File: src/rtl/terminal_sink_monitor.sv
// Sink-side observer for a single-bit routed net: synchronizes it, reports level and
// edges, counts transitions (saturating) and flags a net that has stopped toggling.
module terminal_sink_monitor #(
  parameter int unsigned SYNC_STAGES  = 2,
  parameter int unsigned CNT_WIDTH    = 8,
  parameter int unsigned STUCK_CYCLES = 255
) (
  input  logic                 clock,
  input  logic                 reset,
  input  logic                 d,
  input  logic                 clear,
  output logic                 level,
  output logic                 rise,
  output logic                 fall,
  output logic [CNT_WIDTH-1:0] edge_count,
  output logic                 stuck
);

  localparam logic [15:0] STUCK_LIMIT = 16'(STUCK_CYCLES);

  logic [SYNC_STAGES-1:0] sync;
  logic                   prev;
  logic                   edge_det;
  logic [15:0]            timer;

  always_ff @(posedge clock or posedge reset) begin
    if (reset) begin
      sync <= '0;
    end else begin
      sync <= {sync[SYNC_STAGES-2:0], d};
    end
  end

  assign level = sync[SYNC_STAGES-1];

  // Counter and timer act on the edge in the same cycle the rise/fall pulse is registered.
  assign edge_det = level ^ prev;

  always_ff @(posedge clock or posedge reset) begin
    if (reset) begin
      prev <= 1'b0;
      rise <= 1'b0;
      fall <= 1'b0;
    end else begin
      prev <= level;
      rise <= level & ~prev;
      fall <= ~level & prev;
    end
  end

  always_ff @(posedge clock or posedge reset) begin
    if (reset) begin
      edge_count <= '0;
      timer      <= '0;
      stuck      <= 1'b0;
    end else if (clear) begin
      edge_count <= '0;
      timer      <= '0;
      stuck      <= 1'b0;
    end else if (edge_det) begin
      if (edge_count != '1) begin
        edge_count <= edge_count + 1'b1;
      end
      timer <= '0;
      stuck <= 1'b0;
    end else begin
      stuck <= (timer == STUCK_LIMIT);
      if (timer != STUCK_LIMIT) begin
        timer <= timer + 16'd1;
      end
    end
  end

endmodule

File: config.mk
export PLATFORM = sky130hd
export DESIGN_NAME = terminal_sink_monitor
export DESIGN_NICKNAME = d
export VERILOG_FILES = /design/src/rtl/terminal_sink_monitor.sv
export SDC_FILE = /design/constraint.sdc
export NUM_CORES = 1
export LEC_CHECK = 0
export ABC_AREA = 1
export CORE_MARGIN = 2
export CORE_UTILIZATION = 50
export CTS_CLUSTER_SIZE = 28
export DETAILED_ROUTE_END_ITERATION = 8
export HOLD_SLACK_MARGIN = 0.06
export PLACE_DENSITY = 0.7
export SLEW_MARGIN = 30
export SYNTH_ARGS = -nofsm -noshare
export SYNTH_HDL_FRONTEND = slang
export SYNTH_SLANG_ARGS = --single-unit
File: constraint.sdc
create_clock -name clock -period 4.1 [get_ports clock]
set_input_delay 0.41 -clock clock [delete_from_list [all_inputs] [get_ports clock]]
set_output_delay 0.41 -clock clock [all_outputs]
set_load 0.005 [all_outputs]
Word-level counts from Yosys, hierarchy flattened
Cells that the tools add are included.
{"block": "totals", "reg_bits": 30, "inputBits": 4, "output_inout_bits": 12, "elab_cells": 29}
{"block": "classes", "addsub": 2, "n_eq_ne": 3, "n_mux": 8, "n_bitwise": 5, "reduce_logical": 4}
{"operator": "$mux W16", "count": 3}
{"operator": "$mux W8", "count": 3}
{"operator": "$add A16 B1 Y16 const B", "count": 1}
{"operator": "$eq A16 B8 Y1 const B", "count": 1}
{"operator": "$ne A16 B8 Y1 const B", "count": 1}
{"operator": "$add A8 B1 Y8 const B", "count": 1}
{"operator": "$ne A8 B8 Y1 const B", "count": 1}
{"operator": "$reduce_bool A2 Y1", "count": 2}
{"operator": "$reduce_bool A3 Y1", "count": 1}
{"operator": "$and A1 B1 Y1", "count": 2}
{"operator": "$mux W1", "count": 2}
{"operator": "$not A1 Y1", "count": 2}
{"operator": "$reduce_and A2 Y1", "count": 1}
{"operator": "$xor A1 B1 Y1", "count": 1}

Logic depth before layout (Yosys ltp)
Gate-level depths: netlist of the first run.
{"block": "depth", "depth_word": 4, "ltp_mapped": 9, "ltp_nobuf": 8}

Worst setup path before layout of the first run
Ideal clock, no wire load.
{"block": "synth_path", "path_type": "register to register", "from": "register sync[1]", "to": "register edge_count[4]", "setup_ns": 0.126, "arrival_ns": 1.299, "required_time_ns": 3.974, "path_slack_ns": 2.674, "path_stages_with_launch": 9, "path_buffers": 1, "synth_period_minus_slack_ns": 1.426, "cell_sequence": "dfrtp_1 > inv_1 > ha_1 > inv_2 > nor2_4 > inv_2 > nand2_4 > buf_6 > o21ai_0"}
{"block": "synth_via", "elab_chain_cells": 3}
{"element": "start: declaration", "line_no": "21", "source": "logic [SYNC_STAGES-1:0] sync;"}
{"element": "start signal: assignment", "line_no": "30", "source": "sync <= {sync[SYNC_STAGES-2:0], d};"}
{"element": "$xor A1 B1 Y1", "line_no": "37", "source": "assign edge_det = level ^ prev;"}
{"element": "$reduce_bool A2 Y1 (no line)"}
{"element": "$reduce_and A2 Y1 (no line)"}
{"element": "end signal: assignment", "line_no": "62", "source": "edge_count <= edge_count + 1'b1;"}
{"element": "end: declaration", "line_no": "15", "source": "output logic [CNT_WIDTH-1:0] edge_count,"}
Every way passes these cells.
A chain may end at the register's enable or synchronous reset.

Worst setup path in the final report of the first run
{"block": "layout_path", "from": "register sync[1]", "to": "register edge_count[2]"}
Same word-level chain as after synthesis.

==> flow_summary.ini, run 1 <==
[drt]
route.antenna.remaining_nets = 0
drtIter0Drc = 46
viasPerCell = 5.10
post_drt_wl_per_cell_um = 11.9
firstDrtPassIters = 4
vias = 1469
wl_um = 3430
drc = 0

[timing]
period_needed_ps = 1830
timing.final.crit_share = 0.446
hold_viol_final = 0
finalMaxSlewViolations = 0
tightest_slew_ps = 631
tns_ps = 0
rsz0062_at_grt = false
setup_violations = 0
fmax_mhz = 547
slew_headroom = 0.578
fin_worst_skew_ps = 7.68

[clocking]
cts_setup_buffers = 0
ctsResizeCount = 0
clock_latency_ps = 330
cts_max_level = 2
cts.path.max_buffers = 2
hold_buffers = 0
root_buffer = clkbuf_4
cts.sinks = 30
numCtsBuffers = 5
clk_pin_slew_worst_paths_ps = 90
cts_tree = yes

[floorplanning]
fp.dieH_um = 61.8
die-area_um2 = 3820
rows = 20
core_um2 = 3130
num_io_pins = 16
start_util = 0.534
die_x_um = 61.8

[power]
internal-power_uw = 409
p_clk_frac = 0.336
swShare = 0.256
comb_power_share = 0.096
power.leakage_uw = 0.000917
ir_worst_vdd_v = 0.000249
seqPwrFrac = 0.568
p_sw_uw = 141
p_per_area_nw_per_um2 = 285

[setup_path]
crit_type = register to register
reg2regPathDepth = 8
worst_setup_path_end_kind = register
cpMostUsedCell = inv_2
cp_slowest_cell = ha_1
worstPathArrival_ps = 2050
path_cells = inv_1, ha_1, inv_2, nor2_4, inv_2, a21oi_1, nor2_1, o21a_1
start_kind = register
cp_slowest_stage_delay_ps = 590
crit_fanout = 14
worstPathRequired_ps = 4320

[layout]
design_area_um2 = 1930
area_delta_synth_final_pct = 15.2
drive_gt1_frac = 0.119
nets = 251
diodes = 0

[flow_run]
max_cap_violations = 0

[placement]
post-dp-hpwl_um = 2500
port-buffer-count = 15
place_area_um2 = 1870
gp_congestion = 0.869

[run_status]
status = finished, final reports clean

[grt]
grt_pass1_vias = 1346
grt_pass1_wl_um = 5780
grt.total_usage = 0.211
grt_overflow = 0
antenna_found_initial = 0
grt_max_degree = 26

[min_path]
min_path_cells = 0
min_path_type = register to register

[synthesis]
synth_cells = 223
ys_types = 22
avgSynthCellArea_um2 = 7.50
synth_seq_cells = 30
syn_nets = 231
ys_seq_area_frac = 0.449
netlist_area_um2 = 1670
yosysWarnings = 0
==> per-layer routing <==
layer | global-route usage | routed length, um
met1 | 0.268 | 1640
met2 | 0.341 | 1600
met3 | 0.0580 | 139
met4 | 0.0881 | 53
met5 | 0 | 0
==> power groups by stage <==
stage | Clock, uW | Sequential, uW | Combinational (uW)
global route | 202 | 313 | 60.8
finish | 185 | 312 | 52.9
CTS | 192 | 312 | 53.9
floorplan | 0 | 317 | 30.8
detailed placement | 0 | 318 | 53.6
global placement | 0 | 318 | 53.2
==> state kept, by name, summed over array words and instances, names as in the netlist <==
register,flops
timer,16
edge_count,8
rise,1
stuck,1
fall,1
prev,1
sync,2
==> final timing paths <==
| path | startpoint | endpoint | slack [ps] |
|---|---|---|---|
| setup / recovery | sync[1] | edge_count[2] | 2270 |
| hold / removal | sync[0] | sync[1] | 360 |
| setup reg to reg | sync[1] | edge_count[2] | 2270 |
| hold reg to reg | sync[0] | sync[1] | 360 |
| max in group asynchronous | reset | fall | 3180 |
| min in group asynchronous | reset | timer[10] | 430 |
==> area by class of cell <==
| cell class | count | area (um2) |
|---|---|---|
| clock buffers | 7 | 55.1 |
| clock inverters | 1 | 5.00 |
| multi-input cells | 160 | 790 |
| well taps | 44 | 55.1 |
| fillers | 282 | 1200 |
| repair buffers | 16 | 158 |
| inverters | 30 | 113 |
| flip-flops and latches | 30 | 751 |
==> through the flow <==
| step | util | setup WS [ps] | hold slack (ps) | power, uW | instances |
|---|---|---|---|---|---|
| 5_1_grt | 0.616 | 2090 | 377 | 576 | 288 |
| 3_3_place_gp | 0.596 | 2010 | 336 | 371 | 280 |
| 2_1_floorplan | - | 2670 | 331 | 348 | 223 |
| 4_1_cts | 0.616 | 2270 | 364 | 558 | 288 |
| 3_5_place_dp | 0.596 | 1990 | 340 | 371 | 280 |
| 6_report | 0.616 | 2270 | 359 | 550 | 288 |
==> placed cells by master (no fill, tap or decap), types with 2 or more instances in the layout <==
| cell type | Yosys | final |
|---|---|---|
| ha_1 | 4 | 4 |
| inv_2 | 5 | 6 |
| nand2_1 | 58 | 58 |
| a21oi_1 | 2 | 2 |
| nor2_4 | 2 | 2 |
| dfrtp_1 | 30 | 30 |
| o21ai_0 | 10 | 10 |
| nand3_1 | 26 | 26 |
| nor2_1 | 28 | 28 |
| clkdlybuf4s50_1 | 0 | 15 |
| nand4_1 | 12 | 12 |
| nor2_2 | 2 | 2 |
| clkbuf_4 | 0 | 5 |
| inv_1 | 24 | 23 |
| o21ai_1 | 3 | 3 |
| or2_2 | 8 | 8 |
==> synth_stat cells (all sizes together) <==
cell / count / area [um2]
nor2: 32 / 140
dfrtp: 30 / 751
clkinv: 1 / 3.75
clkbuf: 2 / 7.51
inv: 29 / 109
o21a: 1 / 7.51
or2: 8 / 50.1
o21ai: 13 / 65.1
nor3: 1 / 5.00
nand4: 12 / 75.1
buf: 1 / 11.3
a21oi: 2 / 10.0
nand3: 28 / 158
nand2: 59 / 229
ha: 4 / 50.1
==> cells by family (layout without fill, tap and decap cells) <==
logic type      after synthesis  after routing  share of synthesized area
fa+ha+maj                     4              4                     0.0299
compound gates               16             16                     0.0494
simple gates                140            140                      0.393
buf+inv                      33             54                     0.0786
flops                        30             30                      0.449
==> worst max-delay path: cells and delay by family (launching register included) <==
family                   cells  cell delay, ps
AO/OA/AOI/OAI                2             260
AND/OR/NAND/NOR              2             250
flip-flops                   1             400
adder cells (fa/ha/maj)      1             590
buffers and inverters        3             240
(Power assumes the default switching activity.)
==> run 2, diff against run 1 <==
--- a/config.mk
+++ b/config.mk
@@ -11,7 +11,7 @@
 export CTS_CLUSTER_SIZE = 28
 export DETAILED_ROUTE_END_ITERATION = 8
 export HOLD_SLACK_MARGIN = 0.06
-export PLACE_DENSITY = 0.7
+export PLACE_DENSITY = 0.73
 export SLEW_MARGIN = 30
 export SYNTH_ARGS = -nofsm -noshare
 export SYNTH_HDL_FRONTEND = slang
==> constraint.sdc (replaced) <==
create_clock -name clock -period 1.5 [get_ports clock]
set_input_delay 0.15 -clock clock [delete_from_list [all_inputs] [get_ports clock]]
set_output_delay 0.15 -clock clock [all_outputs]
set_load 0.005 [all_outputs]
==> run 2 against run 1 <==
Effect of this change: critical path depth fell by 7; routed wire length is 0.58% lower; design area increased by 2.5%; global-route usage increased by 0.055 points; sequential share of layout area shrank 0.90 points; first-iteration DRC count grew to 3.2 times the previous value; register-to-register slack lost 2200 ps; clock power increased by 140%.
==> flow_summary.ini, run 2 (synthesis gave the netlist of run 1 again) <==
[setup_path]
cp_slowest_stage_delay_ps = 530
cp_slowest_cell = clkdlybuf4s50_1
cp.buffers_inverters = 1
crit_fanout = 4
crit_family = buffers and inverters
worstPathArrival_ps = 1290
worst_setup_path_end_kind = primary output
path_cells = clkdlybuf4s50_1
worstPathRequired_ps = 1350
crit_type = register to primary output
start_kind = register

[floorplanning]
rows = 20
num_io_pins = 16
die-area_um2 = 3820
die_x_um = 61.8
fp.dieH_um = 61.8
start_util = 0.534
core_um2 = 3130

[run_status]
status = finished, final reports clean

[layout]
reg_top3 = timer x16, edge_count x8, sync x2
largest_register_ffs = 16
diodes = 0
area_delta_synth_final_pct = 18.1
final_common_cell = nand2_1
drive_gt1_frac = 0.147
nets = 259
instances_no_fill = 295
final_cell_mix = 58 x nand2_1, 29 x dfrtp_1, 28 x nor2_1
design_area_um2 = 1970
regMostFlops = timer
final_util = 0.631

[timing]
fin_worst_skew_ps = 9.66
setup_violations = 0
tns_ps = 0
holdWs_ps = 194
period_needed_ps = 1440
rsz0062_at_grt = true
tightest_slew_ps = 373
timing.final.crit_share = 0.959
finalMaxSlewViolations = 0
hold_viol_final = 0
slew_headroom = 0.751
fmax_mhz = 695

[drt]
viasPerCell = 5.13
drtIter0Drc = 145
drc = 0
vias = 1513
wl_um = 3410
firstDrtPassIters = 4
post_drt_wl_per_cell_um = 11.6
route.antenna.remaining_nets = 0

[clocking]
clk_pin_slew_worst_paths_ps = 100
cts.path.max_buffers = 2
cts.sinks = 30
clock_latency_ps = 320
cts_tree = yes
numCtsBuffers = 5
cts_max_level = 2
root_buffer = clkbuf_4

[power]
p_per_area_nw_per_um2 = 734
power.leakage_uw = 0.000952
ir_worst_vdd_v = 0.000451

[grt]
grt_max_degree = 31
grt_overflow = 0
grt.total_usage = 0.212
grt_pass1_vias = 1308
grt_pass1_wl_um = 5870
antenna_found_initial = 0

[placement]
dp.cells = 287
post-dp-hpwl_um = 2540
place_area_um2 = 1920
gp_congestion = 0.889
port-buffer-count = 15

[flow_run]
max_cap_violations = 0

[min_path]
min_path_type = input port to asynchronous set/reset pin
-- run 2: changes by cell type in the layout (fill, tap and decap cells not counted), sizes merged --
cell    before  now
buf          1    9
clkbuf       7    5
clkinv       2    3
-- run 2: timing repair --
item	in CTS	in global routing
gates resized for setup	0	1
endpoints found under the setup margin	0	9
hold buffers	0	0
setup buffers	0	1
-- run 2: cell type report --
class / instances / area [um2]
fill: 282 / 1150
multi-input combinational: 160 / 790
sequential: 30 / 752
timing repair buffer: 24 / 218
inverter: 30 / 113
tap: 44 / 55.1
clock buffer: 5 / 37.5
clock inverter: 2 / 10.0
-- run 2: worst paths after layout --
path,startpoint,to,slack [ps],cells after the start
worst min register to register,sync[0],sync[1],360,0
min in group clock,d,sync[0],270,1
max in group asynchronous,reset,edge_count[0],1010,3
worst max-delay path,edge_count[1],edge_count[1],60,1
worst max register to register,timer[1],timer[1],120,8
worst min-delay path,reset,timer[3],190,3
-- run 2: power breakdown --
group | switching (uW) | internal (uW)
Clock | 266 | 168
Sequential | 23.3 | 831
Combinational | 88.7 | 72.3
Total | 378 | 1070
-- run 2: per-layer routing --
metal,up-vias,track usage,part of all wire
li1,771,-,-
met1,694,0.326,0.49
met2,43,0.301,0.43
met3,5,0.0497,0.064
met4,0,0.0547,0.011
met5,-,0,0
-- run 2: per-stage QoR --
step | worst slack (ps) | total power (uW)
6_report | 61.8 | 1450
5_1_grt | -10.0 | 1530
4_1_cts | 49.7 | 1470
3_5_place_dp | 71.7 | 1030
3_3_place_gp | 84.9 | 1030
2_1_floorplan | 74.4 | 950
